### src/rtl/mips_pkg.sv
// Shared definitions for the multicycle MIPS control path.
// Holds opcode/funct constants, ALU operation codes, FSM states and the strobe bundle.
package mips_pkg;

  localparam logic [5:0] OP_R    = 6'h00;
  localparam logic [5:0] OP_J    = 6'h02;
  localparam logic [5:0] OP_JAL  = 6'h03;
  localparam logic [5:0] OP_BEQ  = 6'h04;
  localparam logic [5:0] OP_BNE  = 6'h05;
  localparam logic [5:0] OP_ADDI = 6'h08;
  localparam logic [5:0] OP_ANDI = 6'h0C;
  localparam logic [5:0] OP_ORI  = 6'h0D;
  localparam logic [5:0] OP_LUI  = 6'h0F;
  localparam logic [5:0] OP_LW   = 6'h23;
  localparam logic [5:0] OP_SW   = 6'h2B;

  localparam logic [5:0] FUNCT_JR = 6'h08;

  localparam logic [2:0] ALU_RFUNCT = 3'b111;
  localparam logic [2:0] ALU_ADD    = 3'b100;
  localparam logic [2:0] ALU_OR     = 3'b101;
  localparam logic [2:0] ALU_AND    = 3'b110;
  localparam logic [2:0] ALU_LUI    = 3'b000;
  localparam logic [2:0] ALU_SUB    = 3'b001;

  typedef enum logic [3:0] {
    FETCH     = 4'd0,
    DECODE    = 4'd1,
    MEM_ADDR  = 4'd2,
    MEM_READ  = 4'd3,
    MEM_WB    = 4'd4,
    MEM_WRITE = 4'd5,
    EXEC_R    = 4'd6,
    EXEC_I    = 4'd7,
    ALU_WB    = 4'd8,
    BRANCH    = 4'd9,
    JUMP      = 4'd10,
    JR        = 4'd11
  } state_t;

  typedef struct packed {
    logic       pc_write;
    logic       ir_write;
    logic       i_or_d;
    logic       mem_read;
    logic       mem_write;
    logic       mem_to_reg;
    logic       reg_dst;
    logic       reg_write;
    logic       jal;
    logic       alu_src_a;
    logic       branch_eq;
    logic       branch_ne;
    logic [1:0] alu_src_b;
    logic [1:0] pc_source;
    logic [2:0] alu_op;
    logic       instr_done;
    logic       illegal_op;
    logic       mem_timeout;
  } ctrl_t;

  // States in which the FSM waits on the memory handshake.
  function automatic logic is_mem_state(input state_t s);
    return (s == FETCH) || (s == MEM_READ) || (s == MEM_WRITE);
  endfunction

  function automatic logic [2:0] imm_alu_op(input logic [5:0] op);
    case (op)
      OP_ORI:  return ALU_OR;
      OP_ANDI: return ALU_AND;
      OP_LUI:  return ALU_LUI;
      default: return ALU_ADD;
    endcase
  endfunction

endpackage

### src/rtl/mem_wait_timer.sv
// Counts consecutive memory wait cycles; expired is high while the count equals limit.
module mem_wait_timer #(
  parameter int CNT_W = 8
) (
  input  logic             clk,
  input  logic             clear,
  input  logic             count_en,
  input  logic [CNT_W-1:0] limit,
  output logic             expired
);

  logic [CNT_W-1:0] count;

  always_ff @(posedge clk) begin
    if (clear) begin
      count <= '0;
    end else if (count_en) begin
      count <= count + CNT_W'(1);
    end
  end

  assign expired = (count == limit);

endmodule

### src/rtl/multicycle_control.sv
// Multicycle MIPS control FSM with memory handshake and wait-cycle timeout.
// Strobes are decoded from the state plus mem_ready so handshakes complete in the ready cycle.
module multicycle_control
  import mips_pkg::*;
#(
  parameter int ALUOP_W  = 3,
  parameter int WAIT_MAX = 15
) (
  input  logic               clk,
  input  logic               reset,
  input  logic [5:0]         OP,
  input  logic [5:0]         Funct,
  input  logic               mem_ready,
  output logic               PCWrite,
  output logic               IRWrite,
  output logic               IorD,
  output logic               MemRead,
  output logic               MemWrite,
  output logic               MemtoReg,
  output logic               RegDst,
  output logic               RegWrite,
  output logic               JAL,
  output logic               ALUSrcA,
  output logic               BranchEQ,
  output logic               BranchNE,
  output logic [1:0]         ALUSrcB,
  output logic [1:0]         PCSource,
  output logic [ALUOP_W-1:0] ALUOp,
  output logic               instr_done,
  output logic               illegal_op,
  output logic               mem_timeout
);

  localparam logic [7:0] WAIT_LIMIT = WAIT_MAX[7:0];

  state_t state, next_state;
  ctrl_t  ctrl;
  logic   in_mem, expired, timer_clear, timer_en;

  assign in_mem      = is_mem_state(state);
  // Counting stops at the limit; the expired cycle either completes (ready) or aborts.
  assign timer_en    = in_mem && !mem_ready && !expired;
  assign timer_clear = reset || !in_mem || mem_ready || expired;

  mem_wait_timer #(
    .CNT_W(8)
  ) u_wait_timer (
    .clk     (clk),
    .clear   (timer_clear),
    .count_en(timer_en),
    .limit   (WAIT_LIMIT),
    .expired (expired)
  );

  always_ff @(posedge clk) begin
    if (reset) begin
      state <= FETCH;
    end else begin
      state <= next_state;
    end
  end

  always_comb begin
    next_state = state;
    ctrl       = '0;
    case (state)
      FETCH: begin
        ctrl.mem_read  = 1'b1;
        ctrl.alu_src_b = 2'b01;
        ctrl.alu_op    = ALU_ADD;
        if (mem_ready) begin
          ctrl.ir_write = 1'b1;
          ctrl.pc_write = 1'b1;
          next_state    = DECODE;
        end else if (expired) begin
          ctrl.mem_read    = 1'b0;
          ctrl.mem_timeout = 1'b1;
        end
      end
      DECODE: begin
        ctrl.alu_src_b = 2'b11;
        ctrl.alu_op    = ALU_ADD;
        case (OP)
          OP_LW, OP_SW:                      next_state = MEM_ADDR;
          OP_R:                              next_state = (Funct == FUNCT_JR) ? JR : EXEC_R;
          OP_ADDI, OP_ORI, OP_ANDI, OP_LUI:  next_state = EXEC_I;
          OP_BEQ, OP_BNE:                    next_state = BRANCH;
          OP_J, OP_JAL:                      next_state = JUMP;
          default: begin
            ctrl.illegal_op = 1'b1;
            next_state      = FETCH;
          end
        endcase
      end
      MEM_ADDR: begin
        ctrl.alu_src_a = 1'b1;
        ctrl.alu_src_b = 2'b10;
        ctrl.alu_op    = ALU_ADD;
        next_state     = (OP == OP_SW) ? MEM_WRITE : MEM_READ;
      end
      MEM_READ: begin
        ctrl.i_or_d   = 1'b1;
        ctrl.mem_read = 1'b1;
        if (mem_ready) begin
          next_state = MEM_WB;
        end else if (expired) begin
          ctrl.mem_read    = 1'b0;
          ctrl.mem_timeout = 1'b1;
          next_state       = FETCH;
        end
      end
      MEM_WRITE: begin
        ctrl.i_or_d    = 1'b1;
        ctrl.mem_write = 1'b1;
        if (mem_ready) begin
          ctrl.instr_done = 1'b1;
          next_state      = FETCH;
        end else if (expired) begin
          ctrl.mem_write   = 1'b0;
          ctrl.mem_timeout = 1'b1;
          next_state       = FETCH;
        end
      end
      MEM_WB: begin
        ctrl.mem_to_reg = 1'b1;
        ctrl.reg_write  = 1'b1;
        ctrl.instr_done = 1'b1;
        next_state      = FETCH;
      end
      EXEC_R: begin
        ctrl.alu_src_a = 1'b1;
        ctrl.alu_op    = ALU_RFUNCT;
        next_state     = ALU_WB;
      end
      EXEC_I: begin
        ctrl.alu_src_a = 1'b1;
        ctrl.alu_src_b = 2'b10;
        ctrl.alu_op    = imm_alu_op(OP);
        next_state     = ALU_WB;
      end
      ALU_WB: begin
        ctrl.reg_dst    = (OP == OP_R);
        ctrl.reg_write  = 1'b1;
        ctrl.instr_done = 1'b1;
        next_state      = FETCH;
      end
      BRANCH: begin
        ctrl.alu_src_a  = 1'b1;
        ctrl.alu_op     = ALU_SUB;
        ctrl.pc_source  = 2'b01;
        ctrl.branch_eq  = (OP == OP_BEQ);
        ctrl.branch_ne  = (OP == OP_BNE);
        ctrl.instr_done = 1'b1;
        next_state      = FETCH;
      end
      JUMP: begin
        ctrl.pc_source  = 2'b10;
        ctrl.pc_write   = 1'b1;
        ctrl.jal        = (OP == OP_JAL);
        ctrl.reg_write  = (OP == OP_JAL);
        ctrl.instr_done = 1'b1;
        next_state      = FETCH;
      end
      JR: begin
        ctrl.pc_source  = 2'b11;
        ctrl.pc_write   = 1'b1;
        ctrl.instr_done = 1'b1;
        next_state      = FETCH;
      end
      default: next_state = FETCH;
    endcase
    if (reset) begin
      ctrl = '0;
    end
  end

  assign PCWrite     = ctrl.pc_write;
  assign IRWrite     = ctrl.ir_write;
  assign IorD        = ctrl.i_or_d;
  assign MemRead     = ctrl.mem_read;
  assign MemWrite    = ctrl.mem_write;
  assign MemtoReg    = ctrl.mem_to_reg;
  assign RegDst      = ctrl.reg_dst;
  assign RegWrite    = ctrl.reg_write;
  assign JAL         = ctrl.jal;
  assign ALUSrcA     = ctrl.alu_src_a;
  assign BranchEQ    = ctrl.branch_eq;
  assign BranchNE    = ctrl.branch_ne;
  assign ALUSrcB     = ctrl.alu_src_b;
  assign PCSource    = ctrl.pc_source;
  assign ALUOp       = ALUOP_W'(ctrl.alu_op);
  assign instr_done  = ctrl.instr_done;
  assign illegal_op  = ctrl.illegal_op;
  assign mem_timeout = ctrl.mem_timeout;

endmodule

### config.mk
export PLATFORM = sky130hd
export DESIGN_NAME = multicycle_control
export DESIGN_NICKNAME = d
export VERILOG_FILES = /design/src/rtl/mips_pkg.sv /design/src/rtl/mem_wait_timer.sv /design/src/rtl/multicycle_control.sv
export SDC_FILE = /design/constraint.sdc
export NUM_CORES = 1
export LEC_CHECK = 0
export ABC_CLOCK_PERIOD_IN_PS = 4050
export CELL_PAD_IN_SITES_DETAIL_PLACEMENT = 0
export CELL_PAD_IN_SITES_GLOBAL_PLACEMENT = 1
export CORE_UTILIZATION = 36
export DETAILED_ROUTE_END_ITERATION = 10
export GPL_ROUTABILITY_DRIVEN = 0
export PLACE_DENSITY = 0.88
export SKIP_LAST_GASP = 1
export SLEW_MARGIN = 10
export SYNTH_ARGS = -nofsm -noshare
export SYNTH_HDL_FRONTEND = slang
export SYNTH_HIERARCHICAL = 1
export SYNTH_SLANG_ARGS = --single-unit
### constraint.sdc
create_clock -name clk -period 4.05 [get_ports clk]
set_input_delay 0.81 -clock clk [delete_from_list [all_inputs] [get_ports clk]]
set_output_delay 0.81 -clock clk [all_outputs]
set_load 0.01 [all_outputs]
Yosys cells after proc, flatten, opt, wreduce, memory -nomap -nowiden
Index checks and enable logic that the tools add are counted.
{"block": "totals", "output_inout_bits": 22, "regBits": 12, "input_bits": 15, "elab_cells": 88}
{"block": "op_classes", "n_reduce_logical": 27, "muxes": 34, "n_eq_ne": 24, "n_addsub": 1}
{"operator": "$eq 6x4->1 const B", "count": 5}
{"operator": "$pmux 4 s6", "count": 1}
{"operator": "$mux 22", "count": 1}
{"operator": "$mux 4", "count": 5}
{"operator": "$pmux 4 s5", "count": 1}
{"operator": "$reduce_or 2->1", "count": 9}
{"operator": "$eq 4x3->1 const B", "count": 4}
{"operator": "$eq 4x4->1 const B", "count": 4}
{"operator": "$mux 1", "count": 16}
{"operator": "$eq 6x2->1 const B", "count": 2}
{"operator": "$eq 6x3->1 const B", "count": 2}
{"operator": "$eq 6x6->1 const B", "count": 2}
{"operator": "$pmux 2 s3", "count": 2}
{"operator": "$pmux 3 s4", "count": 1}
{"operator": "$reduce_or 11->1", "count": 1}
{"operator": "$pmux 3 s3", "count": 1}
{"operator": "$add 8x1->8 const B", "count": 1}
{"operator": "$eq 4x2->1 const B", "count": 2}
{"operator": "$eq 8x4->1 const B", "count": 1}
{"operator": "$reduce_or 4->1", "count": 2}
{"operator": "$logic_not 6->1", "count": 1}
{"operator": "$pmux 1 s2", "count": 3}
{"operator": "$reduce_or 3->1", "count": 2}
{"operator": "$logic_or 1x1->1", "count": 5}
{"operator": "8 further kinds", "count": 12}

Logic depth before layout (Yosys ltp)
Gate-level depths: netlist of run 1.
{"block": "depth", "ltp_word": 7, "ltp_mapped": 9, "ltp_nobuf": 7}

Modules after synthesis
Netlist of run 1, hierarchy kept.
{"module": "multicycle_control", "instances": 1, "area_per_inst_um2": 822.0, "cells_per_inst": 122, "seq_area_each_um2": 80.1}
{"module": "mem_wait_timer", "instances": 1, "area_per_inst_um2": 426.7, "cells_per_inst": 49, "seq_area_each_um2": 160.2}

Worst setup path after synthesis of run 1
OpenSTA, ideal clock, no wires.
{"block": "synth_timing", "path_type": "in2out", "from": "input reset", "to": "output PCWrite", "path_buffers": 1, "arrival_time_ps": 1807, "path_slack_ps": 1433, "required_time_ps": 3240, "cell_stages": 4, "path_cell_list": "clkbuf_1 -> or3_4 -> nor4_2 -> or2_1"}
{"block": "synth_via", "elab_chain_cells": 1}
{"item": "from (decl)", "line": "multicycle_control.sv:10", "text": "input logic reset,"}
{"item": "$mux 22", "line": "multicycle_control.sv:172", "text": "if (reset) begin"}
{"item": "to (decl)", "line": "multicycle_control.sv:14", "text": "output logic PCWrite,"}
No other way between the ends.

Final worst setup path of run 1
{"block": "layout_timing", "from": "input OP[1]", "to": "output BranchNE"}
{"block": "layout_via", "elab_chain_cells": 3}
{"item": "from (decl)", "line": "multicycle_control.sv:11", "text": "input logic [5:0] OP,"}
{"item": "$eq 6x3->1", "line": "multicycle_control.sv:152", "text": "ctrl.branch_ne = (OP == OP_BNE);"}
{"item": "$mux 2", "line": "multicycle_control.sv:66", "text": "case (state)"}
{"item": "$mux 22", "line": "multicycle_control.sv:172"}
{"item": "to (decl)", "line": "multicycle_control.sv:25", "text": "output logic BranchNE,"}
No other way between the ends.

==> results.toml, run 1 <==
[yosys]
synth_xor_area_share_pct = 10.5
synth.distinct_cells = 50
ys_ff_latch = 12
synthArstFlopShare_pct = 0
synth_top_family_by_area = "simple AND/OR/NAND/NOR gates"
synth_area_sq_um = 1250
synthMuxAreaShare_pct = 1.60
synthFlopType = "dfxtp_1"
synth_fa_ha_area_share_pct = 1.00
ys_seq_area_share_pct = 19.2
synth-compound-area-share_pct = 17.7
ys_warn_count = 6
yosys.area_share.simple_pct = 43.0
synth_edf_count = 0
avgSynthCellArea_sq_um = 7.30
synthesis.instances = 171

[timing]
fin_crit_ns = 3.62
hold_violations = 0
max_slew_margin_pct = 46.7
worst_pin_slew_ns = 0.792
fmax_mhz = 276
setup_viol = 0
setup_tns_ns = 0
skew_ns = 0.00144
final.period_utilization_pct = 89.4
rsz0062_at_grt = "no"
drv_slew = 0

[worst_setup_path]
worst_ep_arrival_time_ns = 2.81
worstPathMaxFanout = 9
crit_start = "OP[1]"
cp.required_ns = 3.24
critPathKind = "input port to primary output"
critPathCaptureType = "primary output"
rrSetupSlack_ns = 1.37
r2r-start = "state[0]$_SDFFE_PP0P_"
critPathLaunchType = "input port"

[layout]
area.growth.synth_to_final_pct = 31.7
drive_above_1_share_pct = 6.37
diodes = 0
nFillCells = 335
fin_cells = 250
fin_area_sq_um = 1640
nets = 222

[floorplanning]
row_count = 21
die_area_sq_um = 3710
dieWidth_microns = 60.9
fp.dieH_microns = 60.9
ios = 37
coreArea_sq_um = 3340
start_util_pct = 37.4

[power]
peakVddDrop_mv = 0.0973
p_int_uw = 195
power_uw = 274
p_leak_nw = 0.554
power_density_nw_per_um2 = 167
pwr-share-seq_pct = 46.1
switching_share_pct = 28.8
comb_power_share_pct = 29.3
p_sw_uw = 79.0
p_clk_share_pct = 24.6

[flow_run]
cap_violations = 0

[clock_network]
ctsResizeCount = 0
cts_num_sinks = 12
holdBufCountCts = 0
insertion_delay_ns = 0.26
root_buffer = "clkbuf_4"
clk_pin_slew_worst_paths_ns = 0.07
ctsHtreeMaxLevel = 1
cts_buffers = 3
post-cts-setup-buffer-count = 0
cts_buffer_depth = 2
cts_tree = "done"

[place]
hpwl_mm = 2.31
dp_cells = 247
postPlaceCellArea_sq_um = 1620
numPortBuffers = 36

[drt]
dr.pass1.iters = 4
vias = 1286
drcViolationCount = 0
drt_iter0_drc = 61
postRouteAntennaNets = 0
routed_wirelength_mm = 2.93
vias_per_cell = 5.14
wl_per_cell_microns = 11.7

[run_status]
outcome = "finished clean"

[global_route]
grt_pass1_wl_mm = 4.67
track_usage_pct = 16.4
grt_pass1_vias = 1077
antenna_found_initial = 0
grt_overflow = 0
grt_start_max_net_pins = 20

[worst_hold_path]
hold_start = "u_wait_timer/count[7]$_SDFFE_PP0P_"
hold_path_class = "flop to flop"
==> final timing paths <==
path	to	cells after the start
max	BranchNE	6
min reg2reg	u_wait_timer/count[7]$_SDFFE_PP0P_	2
max reg2reg	u_wait_timer/count[7]$_SDFFE_PP0P_	6
min	u_wait_timer/count[7]$_SDFFE_PP0P_	2
==> stage by stage <==
step / utilization, % / hold slack [ns] / setup WS, ns
4_1_cts: 49.3 / 0.513 / 0.454
6_report: 49.3 / 0.506 / 0.429
3_3_place_gp: 48.6 / 0.483 / 0.481
5_1_grt: 49.3 / 0.559 / 0.291
3_5_place_dp: 48.6 / 0.503 / 0.470
2_1_floorplan: - / 0.470 / 1.43
==> area by class of cell <==
cell class	count	area (sq um)	share of cell area [%]
Multi-Input combinational cell	150	952	57.9
Timing Repair Buffer	36	360	21.9
Sequential cell	12	240	14.6
Tap cell	46	57.6	3.50
Clock buffer	3	22.5	1.37
Inverter	3	11.3	0.685
==> synth_stat cells (all sizes together) (2+ instances only) <==
library cell,count,area share [%]
nor2,22,6.8
nand2,13,4.1
dfxtp,12,19
o21ai,11,4.4
a21oi,10,4.0
xnor2,10,7.0
nand2b,9,4.5
buf,8,4.1
nand4,6,3.5
nor4,6,5.0
nand3,5,2.0
nor2b,5,2.5
nor3,5,2.0
or3,5,2.9
xor2,5,3.5
clkbuf,4,1.3
inv,3,0.90
nand4b,3,2.1
a22o,2,1.4
a311oi,2,1.9
and2,2,1.0
conb,2,0.60
mux2i,2,1.6
nand3b,2,1.2
nor3b,2,2.1
or2,2,1.0
==> worst max-delay path, stage by stage <==
cell,delay (ns)
clkdlybuf4s50_1,0.56
nor4_2,0.45
and2_1,0.21
nand3b_1,0.11
nor2_1,0.12
clkdlybuf4s50_1,0.55
==> cells in the final DEF, fill, tap and decap left out, drive strengths merged, types with 6 or more instances in the layout <==
cell type,count
clkdlybuf4s50,36
nor2,22
nand2,13
dfxtp,12
o21ai,11
a21oi,10
xnor2,10
nand2b,9
conb,8
nand4,6
nor4,6
==> cell families (layout without fill, tap and decap cells) <==
| family | after synthesis | count (layout) |
|---|---|---|
| buffers and inverters | 15 | 42 |
| AND/OR/NAND/NOR | 90 | 90 |
| flip-flops | 12 | 12 |
| multiplexers | 2 | 2 |
| adder cells (fa/ha/maj) | 1 | 1 |
| XOR/XNOR | 15 | 15 |
| other | 2 | 8 |
| AO/OA/AOI/OAI | 34 | 34 |
==> state kept, by name, indices dropped and copies added (netlist names) <==
register            cells
state                   4
u_wait_timer/count      8
==> power groups by stage <==
stage | sequential (mW) | combinational, mW | clock (mW)
final | 0.126 | 0.0802 | 0.0674
after global routing | 0.127 | 0.0883 | 0.0788
after detailed placement | 0.129 | 0.0799 | 0
after floorplan | 0.124 | 0.0531 | 0
after global placement | 0.129 | 0.0789 | 0
after CTS | 0.126 | 0.0803 | 0.0713
==> per-layer routing <==
| metal | part of all wire, % | track usage, % | vias up |
|---|---|---|---|
| met5 | 0 | 0 | - |
| met4 | 0.41 | 4.22 | 0 |
| li1 | - | - | 666 |
| met3 | 3.8 | 1.49 | 2 |
| met1 | 50 | 23.6 | 579 |
| met2 | 46 | 26.4 | 39 |
No activity file was read; power rests on OpenSTA's default activity.
==> inputs of run 2 (changes only) <==
- ABC_AREA: not set -> 1
- CORE_UTILIZATION: 36 -> 34
==> results.toml, run 2 <==
[yosys]
synth.largest_area_cell = "dfxtp_1"
ys_warn_count = 6
synthesis.instances = 216
ys_ff_latch = 12
synthArstFlopShare_pct = 0
yosys.area_share.simple_pct = 53.8
synth.distinct_cells = 32
synth_most_common_cell = "nor2_1"
synth_area_sq_um = 1270
ys_seq_area_share_pct = 18.9
synth_area_leaders = "dfxtp_1 19%, nor2_1 14%, nand2_1 12%"
synth-compound-area-share_pct = 11.3
synth_top_area_share_pct = 18.9
ys_top_cells_by_count = "49 x nor2_1, 42 x nand2_1, 25 x inv_1, 12 x dfxtp_1, 12 x nand3_1"
synth_edf_count = 0
synth_top_family_by_area = "simple AND/OR/NAND/NOR gates"
synth_xor_area_share_pct = 4.14
synthMuxAreaShare_pct = 0
synthFlopType = "dfxtp_1"
avgSynthCellArea_sq_um = 5.87
synth_fa_ha_area_share_pct = 0.986

[global_route]
grt_pass1_wl_mm = 5.50
antenna_found_initial = 0
grt_pass1_vias = 1275
busiest_layer = "met2"
grt_use_met2_pct = 25.8
track_usage_pct = 17.1
met3_usage_pct = 2.17
grt_start_max_net_pins = 18
grt_overflow = 0
met1_usage_pct = 24.1

[timing]
final.period_utilization_pct = 85.8
drv_slew = 0
setup_tns_ns = 0
hold_violations = 0
rsz0062_at_grt = "no"
worst_hold_slack_ns = 0.522
fin_crit_ns = 3.47
setup_viol = 0
fmax_mhz = 288
skew_ns = 0.00261

[clock_network]
cts_buffers = 3
cts_num_sinks = 12
cts_buffer_depth = 2
cts_tree = "done"
ctsResizeCount = 0
root_buffer = "clkbuf_8"
post-cts-setup-buffer-count = 0
ctsHtreeMaxLevel = 1
insertion_delay_ns = 0.24
holdBufCountCts = 0
clk_pin_slew_worst_paths_ns = 0.05

[floorplanning]
row_count = 21
ios = 37
fp.dieH_microns = 63.1
coreArea_sq_um = 3440
start_util_pct = 36.9
die_area_sq_um = 3980
dieWidth_microns = 63.1

[worst_setup_path]
r2r-end = "u_wait_timer/count[7]$_SDFFE_PP0P_"
critPathLaunchType = "input port"
crit_end = "illegal_op"
cp.required_ns = 3.24
rrSetupSlack_ns = 2.07
critPathCaptureType = "primary output"
r2r-start = "state[0]$_SDFFE_PP0P_"
critPathKind = "input port to primary output"
crit_start = "OP[1]"
worst_ep_arrival_time_ns = 2.66
worstPathMaxFanout = 7
worst_r2r_path_depth = 14

[layout]
final_cell_mix = "49 x nor2_1, 42 x nand2_1, 36 x clkdlybuf4s50_1"
fin_util_pct = 50.7
reg_top3 = "u_wait_timer/count x8, state x4"
layout_commonest_cell = "nor2_1"
multiInputGateArea_sq_um = 930
drive_above_1_share_pct = 11.2
seqCellArea_sq_um = 240
nets = 278
top_register = "u_wait_timer/count"
diodes = 0
nFillCells = 384
area.growth.synth_to_final_pct = 37.6
fin_area_sq_um = 1750
largest_register_ffs = 8

[place]
hpwl_mm = 2.55
numPortBuffers = 36
postPlaceCellArea_sq_um = 1700

[run_status]
outcome = "finished clean"

[power]
power_density_nw_per_um2 = 186
p_leak_nw = 0.753
peakVddDrop_mv = 0.0837
power_uw = 325

[drt]
routed_wirelength_mm = 3.06
drcViolationCount = 0
drt_iter0_drc = 78
dr.pass1.iters = 4
vias_per_cell = 4.59
vias = 1405
postRouteAntennaNets = 0
wl_per_cell_microns = 10.0

[flow_run]
cap_violations = 0

[worst_hold_path]
hold_path_class = "flop to flop"
[run 2: cell count changes after synthesis, moves of 5 or more]
cell and delta:
nor2b_1 -5, xnor2_1 -10, inv_1 +22, nand2b_1 -9, nand3_1 +7, nor2_4 +6, nor2_1 +28, nand2_1 +30
nor3_1 +5
[run 2: cell type report]
class | instances | area share (%)
clock buffers | 3 | 2.37
inverters | 29 | 6.24
multi-input cells | 179 | 53.3
flip-flops and latches | 12 | 13.8
well taps | 46 | 3.30
repair buffers | 37 | 21.1
[run 2: cell families (layout without fill, tap and decap cells)]
group           Yosys count  after routing
other cells               2             10
flops                    12             12
compound gates           25             25
xor+xnor                  6              6
buf+inv                  33             69
fa+ha+maj                 1              1
simple gates            137            137
[run 2: metrics by stage]
stage	setup WS, ns	std cells
6_report	0.575	306
5_1_grt	0.365	306
4_1_cts	0.574	306
3_5_place_dp	0.582	303
3_3_place_gp	0.614	303
2_1_floorplan	1.73	224
[run 2: how the worst min path moves through the flow]
stage | start | endpoint | cells past startpoint
after CTS | u_wait_timer/count[3]$_SDFFE_PP0P_ | u_wait_timer/count[3]$_SDFFE_PP0P_ | 1
after global placement | u_wait_timer/count[3]$_SDFFE_PP0P_ | u_wait_timer/count[3]$_SDFFE_PP0P_ | 1
after detailed placement | u_wait_timer/count[3]$_SDFFE_PP0P_ | u_wait_timer/count[3]$_SDFFE_PP0P_ | 1
final | u_wait_timer/count[3]$_SDFFE_PP0P_ | u_wait_timer/count[3]$_SDFFE_PP0P_ | 1
after global routing | u_wait_timer/count[3]$_SDFFE_PP0P_ | u_wait_timer/count[3]$_SDFFE_PP0P_ | 1
after floorplan | u_wait_timer/count[3]$_SDFFE_PP0P_ | u_wait_timer/count[3]$_SDFFE_PP0P_ | 1
[run 2: worst max-delay path, stage by stage]
cell,delay [ns]
clkdlybuf4s50_1,0.60
nor2_2,0.10
nand3_1,0.11
nand2_1,0.06
nor2_1,0.20
nand4_1,0.14
nor2_1,0.10
clkdlybuf4s50_1,0.53
[run 2: where the power goes]
part	internal (mW)	switching, mW	leakage (nW)	total (mW)
Sequential	0.121	0.00495	0.0971	0.126
Combinational	0.0415	0.0519	0.634	0.0933
Clock	0.0652	0.0404	0.0216	0.106
Total	0.228	0.0972	0.753	0.325
[run 2: layer usage]
metal	vias up	part of all wire (%)	wire, microns
met2	32	45	1370
li1	773	-	-
met1	596	52	1590
met4	0	1.0	32
met5	-	0	0
met3	4	2.4	74
==> inputs of run 3 (changes only) <==
- CTS_CLUSTER_DIAMETER: not set -> 100
==> results of run 3 <==
The final DEF is identical to that of run 2; final timing and power are the same.
